[src/rtl/calc_pkg.sv]
// Shared encodings for the calculator entry/execution controller.
// States, operator codes and the default operand width.
package calc_pkg;

  localparam int CALC_W = 8;

  typedef enum logic [2:0] {
    S_A    = 3'd0,
    S_B    = 3'd1,
    S_OP   = 3'd2,
    S_CALC = 3'd3,
    S_SHOW = 3'd4
  } state_e;

  localparam logic [1:0] OP_ADD = 2'd0;
  localparam logic [1:0] OP_SUB = 2'd1;
  localparam logic [1:0] OP_MUL = 2'd2;
  localparam logic [1:0] OP_DIV = 2'd3;

endpackage

[src/rtl/seq_divider.sv]
// W-cycle restoring divider, one quotient bit per cycle, MSB first.
// quotient/remainder present the value after the current step, so they are final while done is high.
module seq_divider
  import calc_pkg::*;
#(
  parameter int W = CALC_W
) (
  input  logic         clck,
  input  logic         rst_n,
  input  logic         start,
  input  logic         abort,
  input  logic [W-1:0] dividend,
  input  logic [W-1:0] divisor,
  output logic         done,
  output logic [W-1:0] quotient,
  output logic [W-1:0] remainder
);

  localparam int CW = $clog2(W + 1);

  logic [W-1:0]  r_rem;
  logic [W-1:0]  r_quot;
  logic [W-1:0]  r_dvs;
  logic [CW-1:0] r_cnt;
  logic          r_active;

  logic [W:0]    w_trial;
  logic          w_fits;
  logic [W-1:0]  w_sub;
  logic [W-1:0]  w_rem_nxt;
  logic [W-1:0]  w_quot_nxt;

  // Partial remainder stays below the divisor, so the trial difference always fits in W bits.
  assign w_trial    = {r_rem, r_quot[W-1]};
  assign w_fits     = (w_trial >= {1'b0, r_dvs});
  assign w_sub      = w_trial[W-1:0] - r_dvs;
  assign w_rem_nxt  = w_fits ? w_sub : w_trial[W-1:0];
  assign w_quot_nxt = {r_quot[W-2:0], w_fits};

  assign done      = r_active && (r_cnt == CW'(1));
  assign quotient  = w_quot_nxt;
  assign remainder = w_rem_nxt;

  always_ff @(posedge clck or negedge rst_n) begin
    if (!rst_n) begin
      r_rem    <= '0;
      r_quot   <= '0;
      r_dvs    <= '0;
      r_cnt    <= '0;
      r_active <= 1'b0;
    end else if (abort) begin
      r_rem    <= '0;
      r_quot   <= '0;
      r_dvs    <= '0;
      r_cnt    <= '0;
      r_active <= 1'b0;
    end else if (start) begin
      r_rem    <= '0;
      r_quot   <= dividend;
      r_dvs    <= divisor;
      r_cnt    <= CW'(W);
      r_active <= 1'b1;
    end else if (r_active) begin
      r_rem  <= w_rem_nxt;
      r_quot <= w_quot_nxt;
      r_cnt  <= r_cnt - CW'(1);
      if (r_cnt == CW'(1)) begin
        r_active <= 1'b0;
      end
    end
  end

endmodule

[src/rtl/calc_entry_fsm.sv]
// Operand/operator entry and execution controller for the calculator.
// state | meaning: S_A capture A, S_B capture B, S_OP capture operator, S_CALC execute, S_SHOW hold result.
module calc_entry_fsm
  import calc_pkg::*;
#(
  parameter int W = CALC_W
) (
  input  logic           clck,
  input  logic           rst_n,
  input  logic [W-1:0]   sw_val,
  input  logic [1:0]     op_sel,
  input  logic           enter_pe,
  input  logic           clear_pe,
  output logic [2*W-1:0] result,
  output logic           result_valid,
  output logic           busy,
  output logic           err_div0,
  output logic [2:0]     state_dbg
);

  state_e         r_state;
  logic [W-1:0]   r_a;
  logic [W-1:0]   r_b;
  logic [1:0]     r_op;
  logic [2*W-1:0] r_result;
  logic           r_result_valid;
  logic           r_busy;
  logic           r_err_div0;

  logic           w_div_start;
  logic           w_div_done;
  logic [W-1:0]   w_quot;
  logic [W-1:0]   w_rem;
  logic [2*W-1:0] w_a_ext;
  logic [2*W-1:0] w_b_ext;

  assign w_a_ext = {{W{1'b0}}, r_a};
  assign w_b_ext = {{W{1'b0}}, r_b};

  // Divider is loaded on the same edge that enters S_CALC, so it finishes on the W-th S_CALC edge.
  assign w_div_start = (r_state == S_OP) && enter_pe && !clear_pe &&
                       (op_sel == OP_DIV) && (r_b != '0);

  seq_divider #(.W(W)) u_div (
    .clck      (clck),
    .rst_n     (rst_n),
    .start     (w_div_start),
    .abort     (clear_pe),
    .dividend  (r_a),
    .divisor   (r_b),
    .done      (w_div_done),
    .quotient  (w_quot),
    .remainder (w_rem)
  );

  always_ff @(posedge clck or negedge rst_n) begin
    if (!rst_n) begin
      r_state        <= S_A;
      r_a            <= '0;
      r_b            <= '0;
      r_op           <= OP_ADD;
      r_result       <= '0;
      r_result_valid <= 1'b0;
      r_busy         <= 1'b0;
      r_err_div0     <= 1'b0;
    end else if (clear_pe) begin
      r_state        <= S_A;
      r_a            <= '0;
      r_b            <= '0;
      r_op           <= OP_ADD;
      r_result       <= '0;
      r_result_valid <= 1'b0;
      r_busy         <= 1'b0;
      r_err_div0     <= 1'b0;
    end else begin
      case (r_state)
        S_A: begin
          if (enter_pe) begin
            r_a     <= sw_val;
            r_state <= S_B;
          end
        end
        S_B: begin
          if (enter_pe) begin
            r_b     <= sw_val;
            r_state <= S_OP;
          end
        end
        S_OP: begin
          if (enter_pe) begin
            r_op    <= op_sel;
            r_state <= S_CALC;
            r_busy  <= 1'b1;
          end
        end
        S_CALC: begin
          case (r_op)
            OP_ADD: begin
              r_result       <= w_a_ext + w_b_ext;
              r_state        <= S_SHOW;
              r_busy         <= 1'b0;
              r_result_valid <= 1'b1;
            end
            OP_SUB: begin
              r_result       <= w_a_ext - w_b_ext;
              r_state        <= S_SHOW;
              r_busy         <= 1'b0;
              r_result_valid <= 1'b1;
            end
            OP_MUL: begin
              r_result       <= w_a_ext * w_b_ext;
              r_state        <= S_SHOW;
              r_busy         <= 1'b0;
              r_result_valid <= 1'b1;
            end
            default: begin
              if (r_b == '0) begin
                r_result       <= '1;
                r_err_div0     <= 1'b1;
                r_state        <= S_SHOW;
                r_busy         <= 1'b0;
                r_result_valid <= 1'b1;
              end else if (w_div_done) begin
                r_result       <= {w_rem, w_quot};
                r_state        <= S_SHOW;
                r_busy         <= 1'b0;
                r_result_valid <= 1'b1;
              end
            end
          endcase
        end
        S_SHOW: begin
          if (enter_pe) begin
            r_state        <= S_A;
            r_result_valid <= 1'b0;
            r_err_div0     <= 1'b0;
          end
        end
        default: begin
          r_state        <= S_A;
          r_busy         <= 1'b0;
          r_result_valid <= 1'b0;
        end
      endcase
    end
  end

  assign result       = r_result;
  assign result_valid = r_result_valid;
  assign busy         = r_busy;
  assign err_div0     = r_err_div0;
  assign state_dbg    = r_state;

endmodule

[config.mk]
export PLATFORM = sky130hd
export DESIGN_NAME = calc_entry_fsm
export DESIGN_NICKNAME = d
export VERILOG_FILES = /design/src/rtl/calc_pkg.sv /design/src/rtl/seq_divider.sv /design/src/rtl/calc_entry_fsm.sv
export SDC_FILE = /design/constraint.sdc
export NUM_CORES = 1
export LEC_CHECK = 0
export CORE_MARGIN = 2
export CORE_UTILIZATION = 55
export CTS_CLUSTER_DIAMETER = 50
export DETAILED_ROUTE_END_ITERATION = 10
export PLACE_DENSITY = 0.74
export RECOVER_POWER = 25
export SETUP_SLACK_MARGIN = 0.05
export SLEW_MARGIN = 10
export SYNTH_ARGS = -nofsm -noshare
export SYNTH_HDL_FRONTEND = slang
export SYNTH_SLANG_ARGS = --single-unit
[constraint.sdc]
create_clock -name clck -period 13.5 [get_ports clck]
set_clock_uncertainty 0.1 [all_clocks]
set_input_delay 2.7 -clock clck [delete_from_list [all_inputs] [get_ports clck]]
set_output_delay 2.7 -clock clck [all_outputs]
set_load 0.03 [all_outputs]
== Word-level counts from Yosys, hierarchy flattened ==
Index checks and enable logic that the tools add are counted.

* Add/subtract/negate cells: 4
* Multiply operators: 1
* Order comparisons: 1
* Equality and inequality tests: 17
* Mux-type cells: 54
* Reductions and logical operators: 30

{| class="wikitable"
|+ Operators with widths
! kind !! number
|-
| two-way mux 8 bit || 14
|-
| two-way mux 16 bit || 4
|-
| one-hot mux 16 bit (3 select lines) || 1
|-
| two-way mux 3 bit || 8
|-
| inequality test 3 bit (second input constant) || 6
|-
| two-way mux 1 bit || 17
|-
| multiplier 8 x 8 -> 16 bit || 1
|-
| one-hot mux 3 bit (5 select lines) || 1
|-
| two-way mux 4 bit || 3
|-
| nonzero test 2 bit || 6
|-
| adder 8 x 8 -> 9 bit || 1
|-
| greater-or-equal comparator 9 x 8 -> 1 bit || 1
|-
| OR reduction 3 bit || 3
|-
| subtractor 8 x 8 -> 9 bit || 1
|-
| logical NOT 8 bit || 1
|-
| AND reduction 2 bit || 4
|-
| nonzero test 8 bit || 1
|-
| subtractor 8 bit || 1
|-
| equality test 3 x 2 -> 1 bit (second input constant) || 2
|-
| two-way mux 2 bit || 3
|-
| one-hot mux 1 bit (3 select lines) || 2
|-
| AND reduction 3 bit || 2
|-
| nonzero test 3 bit || 2
|-
| nonzero test 6 bit || 1
|-
| other kinds (15) || 21
|}

* Bits in registers: 69
* Bits of input ports: 14
* Output and inout port bits: 22
* Word-level logic and storage cells: 120

== Logic depth before layout (Yosys ltp) ==
Gate-level depths: netlist of run 1.

* Depth in word-level cells: 7
* Mapped depth: 18
* Gate-level depth less buffers: 18

== Hierarchy ==
From an unflattened synthesis of run 1, not the netlist that was laid out.

* Cells, all modules: 793
* Area total of the unflattened synthesis: 6826.5 um^2

{| class="wikitable"
|+ Modules (own cells, without submodules)
! module !! instances !! cells an instance !! area an instance (um^2) !! seq. area each (um^2)
|-
| calc_entry_fsm || 1 || 573 || 4828.4 || 1001.0
|-
| seq_divider || 1 || 220 || 1998.2 || 725.7
|}

== Worst setup path after synthesis of run 1 ==
OpenSTA, ideal clock, no wires.

* Path type: reg-to-reg
* Start: register r_a[1]
* End: register r_result[15], in the netlist result[15]
* Library setup time: 0.104 ns
* Data arrival time: 4.520 ns
* Data required time: 13.296 ns
* Setup slack: 8.776 ns
* Cell stages (with the launch flop): 16
* Buffers on the path: 0
* Clock period less this slack: 4.724 ns
* Cells stage by stage: dfrtp_1 -> and2_1 -> fa_1 -> fa_1 -> inv_1 -> fa_1 -> fa_1 -> inv_1 -> ha_1 -> o21ai_0 -> o21ai_1 -> o41a_1 -> a221o_1 -> a21oi_2 -> xnor2_1 -> o311ai_1

* Word-level cells in the longest chain between the ends: 4
* Elaborated cells between the ends (all ways): 5
* Those cells by class: 1 x add/sub; 1 x mul; 3 x mux

{| class="wikitable"
|+ RTL lines
! item !! line !! RTL
|-
| from (decl) || calc_entry_fsm.sv:22 || <nowiki>logic [W-1:0] r_a;</nowiki>
|-
| from (signal assigned) || calc_entry_fsm.sv:79 || <nowiki>r_a <= sw_val;</nowiki>
|-
| multiplier 8 x 8 -> 16 bit / subtractor 8 x 8 -> 9 bit (equally long branches) || calc_entry_fsm.sv:111, calc_entry_fsm.sv:105 ||
|-
| one-hot mux 16 bit (3 select lines) (*) || calc_entry_fsm.sv:97 || <nowiki>case (r_op)</nowiki>
|-
| two-way mux 16 bit (*) || calc_entry_fsm.sv:76 || <nowiki>case (r_state)</nowiki>
|-
| two-way mux 16 bit (*) || calc_entry_fsm.sv:66 || <nowiki>end else if (clear_pe) begin</nowiki>
|-
| to (signal assigned) || calc_entry_fsm.sv:99 || <nowiki>r_result <= w_a_ext + w_b_ext;</nowiki>
|-
| to (signal assigned) || calc_entry_fsm.sv:105 || <nowiki>r_result <= w_a_ext - w_b_ext;</nowiki>
|-
| to (signal assigned) || calc_entry_fsm.sv:111 || <nowiki>r_result <= w_a_ext * w_b_ext;</nowiki>
|-
| to (decl) || calc_entry_fsm.sv:25 || <nowiki>logic [2*W-1:0] r_result;</nowiki>
|}

Every way passes the cells marked *; elsewhere a longest branch is shown, timed or not. The select of a mux whose other input is x is not followed.
A chain may end at the register's enable or synchronous reset.

==> reports/results.tsv, run 1 <==
stage	metric	value	unit
status	run_status	finished with violations	
status	failed_checks	capacitance limit, slew limit	
logic_synthesis	syn_inst	768	
detailed_routing	drtPass1Iterations	4	
detailed_routing	vias_per_cell	6.04	
setup_path	slowest_delay	2.60	ns
detailed_routing	route.vias.total	5638	
setup_path	critPathCaptureType	asynchronous set/reset pin	
floorplan	fp.dieW	114	um
cells_and_area	final_area	7310	sq um
power_and_ir_drop	power.switching	152	uW
power_and_ir_drop	combPwrFrac	17.4	%
clocking	cts_buffers	9	
sta	whs	0.393	ns
cells_and_area	multi_input_area	4470	sq um
sta	max_slew_margin	-149	%
cells_and_area	nNetsFinal	902	
global_routing	grt_pass1_vias	5649	
detailed_routing	drtAntennaViolNets	0	
detailed_routing	drt-initial-drc-count	326	
floorplan	start_util	55.9	%
setup_path	cp.required	12.98	ns
logic_synthesis	synth_top_area_share	25.9	%
logic_synthesis	synth.distinct_cells	67	
floorplan	core_region_area	11900	sq um
clocking	tritoncts	built	
logic_synthesis	syn_avg_cell_area	8.67	sq um
flow_run	maxCapViolations	1	
setup_path	path_cells	buf_2, clkbuf_1	
sta	slew_violations	70	
power_and_ir_drop	p_per_area	72.3	nW/um^2
logic_synthesis	synthTopCellsByCount	inv_1, nor2_1, dfrtp_1	
clocking	clock_latency	0.33	ns
sta	fin_crit	5.96	ns
sta	worst_slew_pin_slew	3.73	ns
global_routing	grt_overflow_total	0	
worst_hold_path	hold_path_class	reg2reg	
setup_path	critical_path_class	in2async	
sta	finalSetupViolCount	0	
sta	final-hold-violation-count	0	
setup_path	critPathArrivalTime	5.43	ns
clocking	clkTransAtPathRegs	0.06	ns
logic_synthesis	yosys_warnings	0	
placed_design	place_hpwl	12.9	mm
cells_and_area	n_antenna_cell	0	
logic_synthesis	synthFlopType	dfrtp_1	
placed_design	gp_congestion	0.892	
logic_synthesis	synth_area_leader_cell	dfrtp_1	
clocking	ctsHoldBuffers	0	
power_and_ir_drop	vdd_drop_max	71.2	uV
sta	fin_crit_sh	44.1	%
floorplan	ios	36	
setup_path	worst_path_dominant_cell_family	buffers and inverters	
power_and_ir_drop	power_frac_seq	42.8	%
global_routing	antenna_found_initial	0	
setup_path	crit_buf_inv	2	
cells_and_area	fill_cells	1033	
logic_synthesis	ys_seq_area_share	25.9	%
setup_path	cp_max_fo	69	
power_and_ir_drop	p_clk_share	39.8	%
setup_path	startpoint_type	input pin	
detailed_routing	wl_per_cell	18.5	um
sta	tns	0	ns
setup_path	slowest_stage	clkbuf_1	
cells_and_area	layout-drive-gt1-share	4.45	%
logic_synthesis	syn_area	6660	sq um
clocking	clockBufferDepth	2	
floorplan	num_rows	40	
sta	grt_setup_unrepaired	no	
global_routing	grt_pass1_wl	28.5	mm
logic_synthesis	synth_area_leaders	dfrtp_1, ha_1, fa_1, inv_1, nor2_1	
clocking	htreeDepth	3	
logic_synthesis	synth_fp_nets	887	
clocking	cts_setup_buffers	0	
floorplan	die-area	13000	sq um
detailed_routing	drt-total-wl	17.3	mm
cells_and_area	seqCellArea	1730	sq um
clocking	cts.sinks	69	
power_and_ir_drop	power.internal	376	uW
placed_design	portBuffers	35	
power_and_ir_drop	switching_share	28.8	%
logic_synthesis	ys_ff_latch	69	
global_routing	grt_max_degree	70	
clocking	post_cts_resized	0	
global_routing	grtUsageTotal	28.0	%
sta	max_freq	168	MHz
logic_synthesis	yosysMostFrequentCell	inv_1	
power_and_ir_drop	p_leak	0.00343	uW
floorplan	die_h	114	um
logic_synthesis	synthArstFlopShare	100	%
detailed_routing	drcViolationCount	0	
cells_and_area	areaGrowthSynthToFinish	9.81	%
placed_design	place_area	7050	sq um
logic_synthesis	synth-edff-count	0	
clocking	cts_root_buf	clkbuf_16	
## final cells by class
class	instances	area share, %
Multi-Input combinational cell	583	61.1
Clock buffer	13	3.42
Inverter	81	4.16
Clock inverter	2	0.137
Timing Repair Buffer	39	5.02
Sequential cell	69	23.6
Tap cell	147	2.52
## registers in the layout (all words and copies together) (netlist names)
register and flops:
r_a 8, err_div0 1, u_div.r_quot 8, r_op 2, result_valid 1, u_div.r_cnt 4, u_div.r_active 1, u_div.r_dvs 8
busy 1, u_div.r_rem 8, r_b 8, result 16, state_dbg 3
## cell families after synthesis
family | count (synthesis) | share of synthesized area [%]
flops | 69 | 25.9
fa+ha+maj | 105 | 24.1
xor+xnor | 23 | 3.03
simple gates | 249 | 18.3
buf+inv | 116 | 7.03
compound gates | 183 | 18.0
mux | 23 | 3.53
## stage by stage
| step | setup WS [ns] | power, uW | utilization, % | std cells |
|---|---|---|---|---|
| after detailed placement | 8.16 | 320 | 59.2 | 919 |
| final | 7.54 | 529 | 61.4 | 934 |
| after global placement | 8.26 | 318 | 59.2 | 919 |
| after global routing | 6.68 | 550 | 61.4 | 934 |
| after CTS | 8.30 | 531 | 61.4 | 934 |
| after floorplan | 8.78 | 287 | - | 768 |
## final timing paths
check,slack [ns],end,cells past startpoint,from
min in group asynchronous,3.65,result[14],2,rst_n
max in group clck,8.33,result[15],15,r_a[1]
min reg2reg,0.39,result[2],1,result[2]
max reg2reg,8.33,result[15],15,r_a[1]
max,7.54,r_a[3],2,rst_n
min,0.39,result[2],1,result[2]
## cells in the final DEF (no fill, tap or decap), types with 4 or more instances in the layout
cell type         n
a211oi_1         20
a21o_1            6
a21oi_1          52
a221oi_1          4
a31oi_1           9
and2_1           41
clkbuf_1          4
clkbuf_16         9
clkdlybuf4s50_1  33
dfrtp_1          69
fa_1             39
ha_1             66
inv_1            81
mux2_2            4
mux2i_1          19
nand2_1          64
nand2b_1         11
nand3_1           9
nand3b_1          6
nor2_1           76
nor2b_1           7
nor3_1            7
o211ai_1          4
o21a_1            5
o21ai_0          33
o21bai_1          6
o22ai_1           4
o31ai_1          11
or4_1             4
xnor2_1          13
xor2_1           10
## worst register-to-register path: stages, from the launching register on
cell and delay, ns:
dfrtp_1 0.58, and2_1 0.29, fa_1 0.45, fa_1 0.54
inv_1 0.05, fa_1 0.46, fa_1 0.56, inv_1 0.05
ha_1 0.35, o21ai_0 0.26, o21ai_1 0.15, o41a_1 0.39
a221o_1 0.34, a21oi_2 0.15, xnor2_1 0.09, o311ai_1 0.26
## power by group through the flow
stage / clock [uW] / sequential, uW / combinational, uW
floorplan: 0 / 229 / 57.3
global placement: 0 / 229 / 89.5
detailed placement: 0 / 229 / 91.1
CTS: 214 / 226 / 91.7
global route: 222 / 227 / 102
finish: 211 / 226 / 91.8
## layer usage
metal	track usage [%]	part of all wire (%)
met3	2.66	4.9
met2	47.2	49
met4	10.5	2.5
met1	37.7	43
met5	0	0
Power figures use the tool's default switching activity.
==> run 2: changes to the inputs <==
Clock period 13.5 ns to 6 ns, I/O delays scaled along.
==> run 2 against run 1 <==
- the run still ends with capacitance limit, slew limit left
- first-iteration DRC count rose by 18%
- critical path type is now reg2reg
- register-to-register slack worse by 7.4 ns
- clock-buffer cell count down 2
- largest cell class unchanged
- largest power group is now clock
- flip-flop and latch count did not move
==> reports/results.tsv, run 2 (synthesis gave the netlist of run 1 again) <==
stage	metric	value	unit	change
floorplan	die_h	114	um	unchanged
clocking	clockBufferDepth	2		unchanged
cells_and_area	multi_input_area	4470	sq um	+0.14%
sta	fin_crit	5.08	ns	
cells_and_area	layout-drive-gt1-share	4.83	%	+0.38 points
sta	final-hold-violation-count	0		unchanged
global_routing	grt_overflow_total	0		unchanged
cells_and_area	final_cell_mix	inv_1, nor2_1, dfrtp_1		
sta	tns	0	ns	unchanged
sta	grt_setup_unrepaired	no		
status	run_status	finished with violations		
power_and_ir_drop	power.total	1250	uW	+140%
floorplan	core_region_area	11900	sq um	unchanged
detailed_routing	vias_per_cell	6.07		+0.64%
floorplan	ios	36		unchanged
setup_path	cp_max_fo	13		-81%
clocking	post_cts_resized	0		unchanged
floorplan	start_util	55.9	%	unchanged
power_and_ir_drop	vdd_drop_max	156	uV	+120%
sta	finalSetupViolCount	0		unchanged
cells_and_area	nNetsFinal	902		unchanged
placed_design	gp_congestion	0.903		+1.2%
placed_design	portBuffers	35		unchanged
setup_path	critPathCaptureType	flop		
cells_and_area	seqCellArea	1730	sq um	unchanged
worst_hold_path	holdPathStages	1		unchanged
floorplan	fp.dieW	114	um	unchanged
floorplan	num_rows	40		unchanged
sta	worst_slew_pin_slew	3.76	ns	+0.0366 ns
status	failed_checks	capacitance limit, slew limit		
power_and_ir_drop	p_per_area	171	nW/um^2	+140%
sta	fin_crit_sh	84.7	%	
placed_design	place_hpwl	13.7	mm	+6.6%
global_routing	grt_max_degree	70		unchanged
setup_path	critical_path_class	reg2reg		
detailed_routing	wl_per_cell	19.4	um	+5.1%
setup_path	reg2reg_depth	16		+1
cells_and_area	largest_reg_flops	16		unchanged
sta	slew_violations	70		unchanged
worst_hold_path	hold_path_class	reg2reg		
clocking	clkTransAtPathRegs	0.05	ns	about the same
global_routing	grtUsageTotal	29.9	%	+1.9 points
detailed_routing	route.vias.total	5674		+0.64%
clocking	ctsHoldBuffers	0		unchanged
setup_path	startpoint_type	flop		
clocking	cts.sinks	69		unchanged
cells_and_area	layout_commonest_cell	inv_1		
clocking	htreeDepth	3		unchanged
floorplan	die-area	13000	sq um	unchanged
cells_and_area	fill_cells	1082		+4.7%
cells_and_area	stdcell_count	934		unchanged
global_routing	grt_pass1_wl	30.1	mm	+5.5%
cells_and_area	final_area	7350	sq um	+0.51%
power_and_ir_drop	p_leak	0.00345	uW	+0.50%
detailed_routing	drcViolationCount	0		unchanged
detailed_routing	drtAntennaViolNets	0		unchanged
detailed_routing	drtPass1Iterations	5		+1
sta	max_freq	197	MHz	
global_routing	antenna_found_initial	0		unchanged
global_routing	grt_pass1_vias	5911		+4.6%
placed_design	place_area	7050	sq um	unchanged
cells_and_area	areaGrowthSynthToFinish	10.4	%	
sta	max_slew_margin	-151	%	-2.4 points
placed_design	dp_cells	919		unchanged
setup_path	critPathArrivalTime	5.22	ns	-0.21 ns
clocking	clock_latency	0.34	ns	about the same
cells_and_area	n_antenna_cell	0		unchanged
clocking	tritoncts	built		
detailed_routing	drt-total-wl	18.2	mm	+5.1%
clocking	cts_buffers	9		unchanged
sta	whs	0.392	ns	-0.00115 ns
detailed_routing	drt-initial-drc-count	384		+18%
clocking	cts_root_buf	clkbuf_16		
setup_path	cp.required	6.13	ns	-6.85 ns
flow_run	maxCapViolations	1		unchanged
clocking	cts_setup_buffers	0		unchanged
run 2: cell types whose count changed in the layout (fill, tap and decap cells not counted):
cell,delta
nor4_2,+1
nor4_1,-1
clkbuf_1,-2
clkinv_4,+1
bufinv_16,+1
run 2: report_power, final:
| part | switching, uW | internal [uW] |
|---|---|---|
| clock | 203 | 330 |
| combinational | 135 | 80.1 |
| sequential | 25.7 | 479 |
run 2: metrics by stage:
| step | setup slack (ns) | utilization, % |
|---|---|---|
| after floorplan | 1.28 | - |
| after global placement | 1.04 | 59.2 |
| after detailed placement | 0.876 | 59.2 |
| after CTS | 0.887 | 61.6 |
| after global routing | 0.625 | 61.7 |
| final | 0.916 | 61.7 |
run 2: critical path: stages (launching register included):
cell and delay [ns]:
dfrtp_1 0.65, nand2_1 0.15, fa_1 0.50, fa_1 0.55
inv_1 0.06, fa_1 0.52, inv_1 0.05, fa_1 0.52
inv_1 0.04, ha_1 0.35, o21ai_0 0.13, o21ai_1 0.13
o41a_1 0.38, a221o_1 0.34, a21oi_2 0.15, xnor2_1 0.09
o311ai_1 0.27
run 2: area by class of cell:
| type | count | share of cell area, % |
|---|---|---|
| Timing Repair Buffer | 39 | 4.99 |
| Clock buffer | 11 | 3.30 |
| Multi-Input combinational cell | 583 | 60.9 |
| Inverter | 81 | 4.14 |
| Sequential cell | 69 | 23.5 |
| Clock inverter | 4 | 0.664 |
| Tap cell | 147 | 2.50 |
run 2: final timing paths:
check                      startpoint    endpoint  slack (ns)
hold reg to reg            result[11]  result[11]        0.39
setup reg to reg               r_a[1]  result[15]        0.92
max in group asynchronous       rst_n      r_a[2]        1.52
hold / removal             result[11]  result[11]        0.39
min in group asynchronous       rst_n   result[3]        2.15
setup / recovery               r_a[1]  result[15]        0.92
run 2: per-layer routing:
metal / track usage, % / up-vias / part of all wire [%]
met5: 0 / - / 0
met4: 14.1 / 0 / 3.8
met3: 6.59 / 51 / 6.2
met2: 46.5 / 196 / 45
met1: 40.0 / 2773 / 45
li1: - / 2654 / -
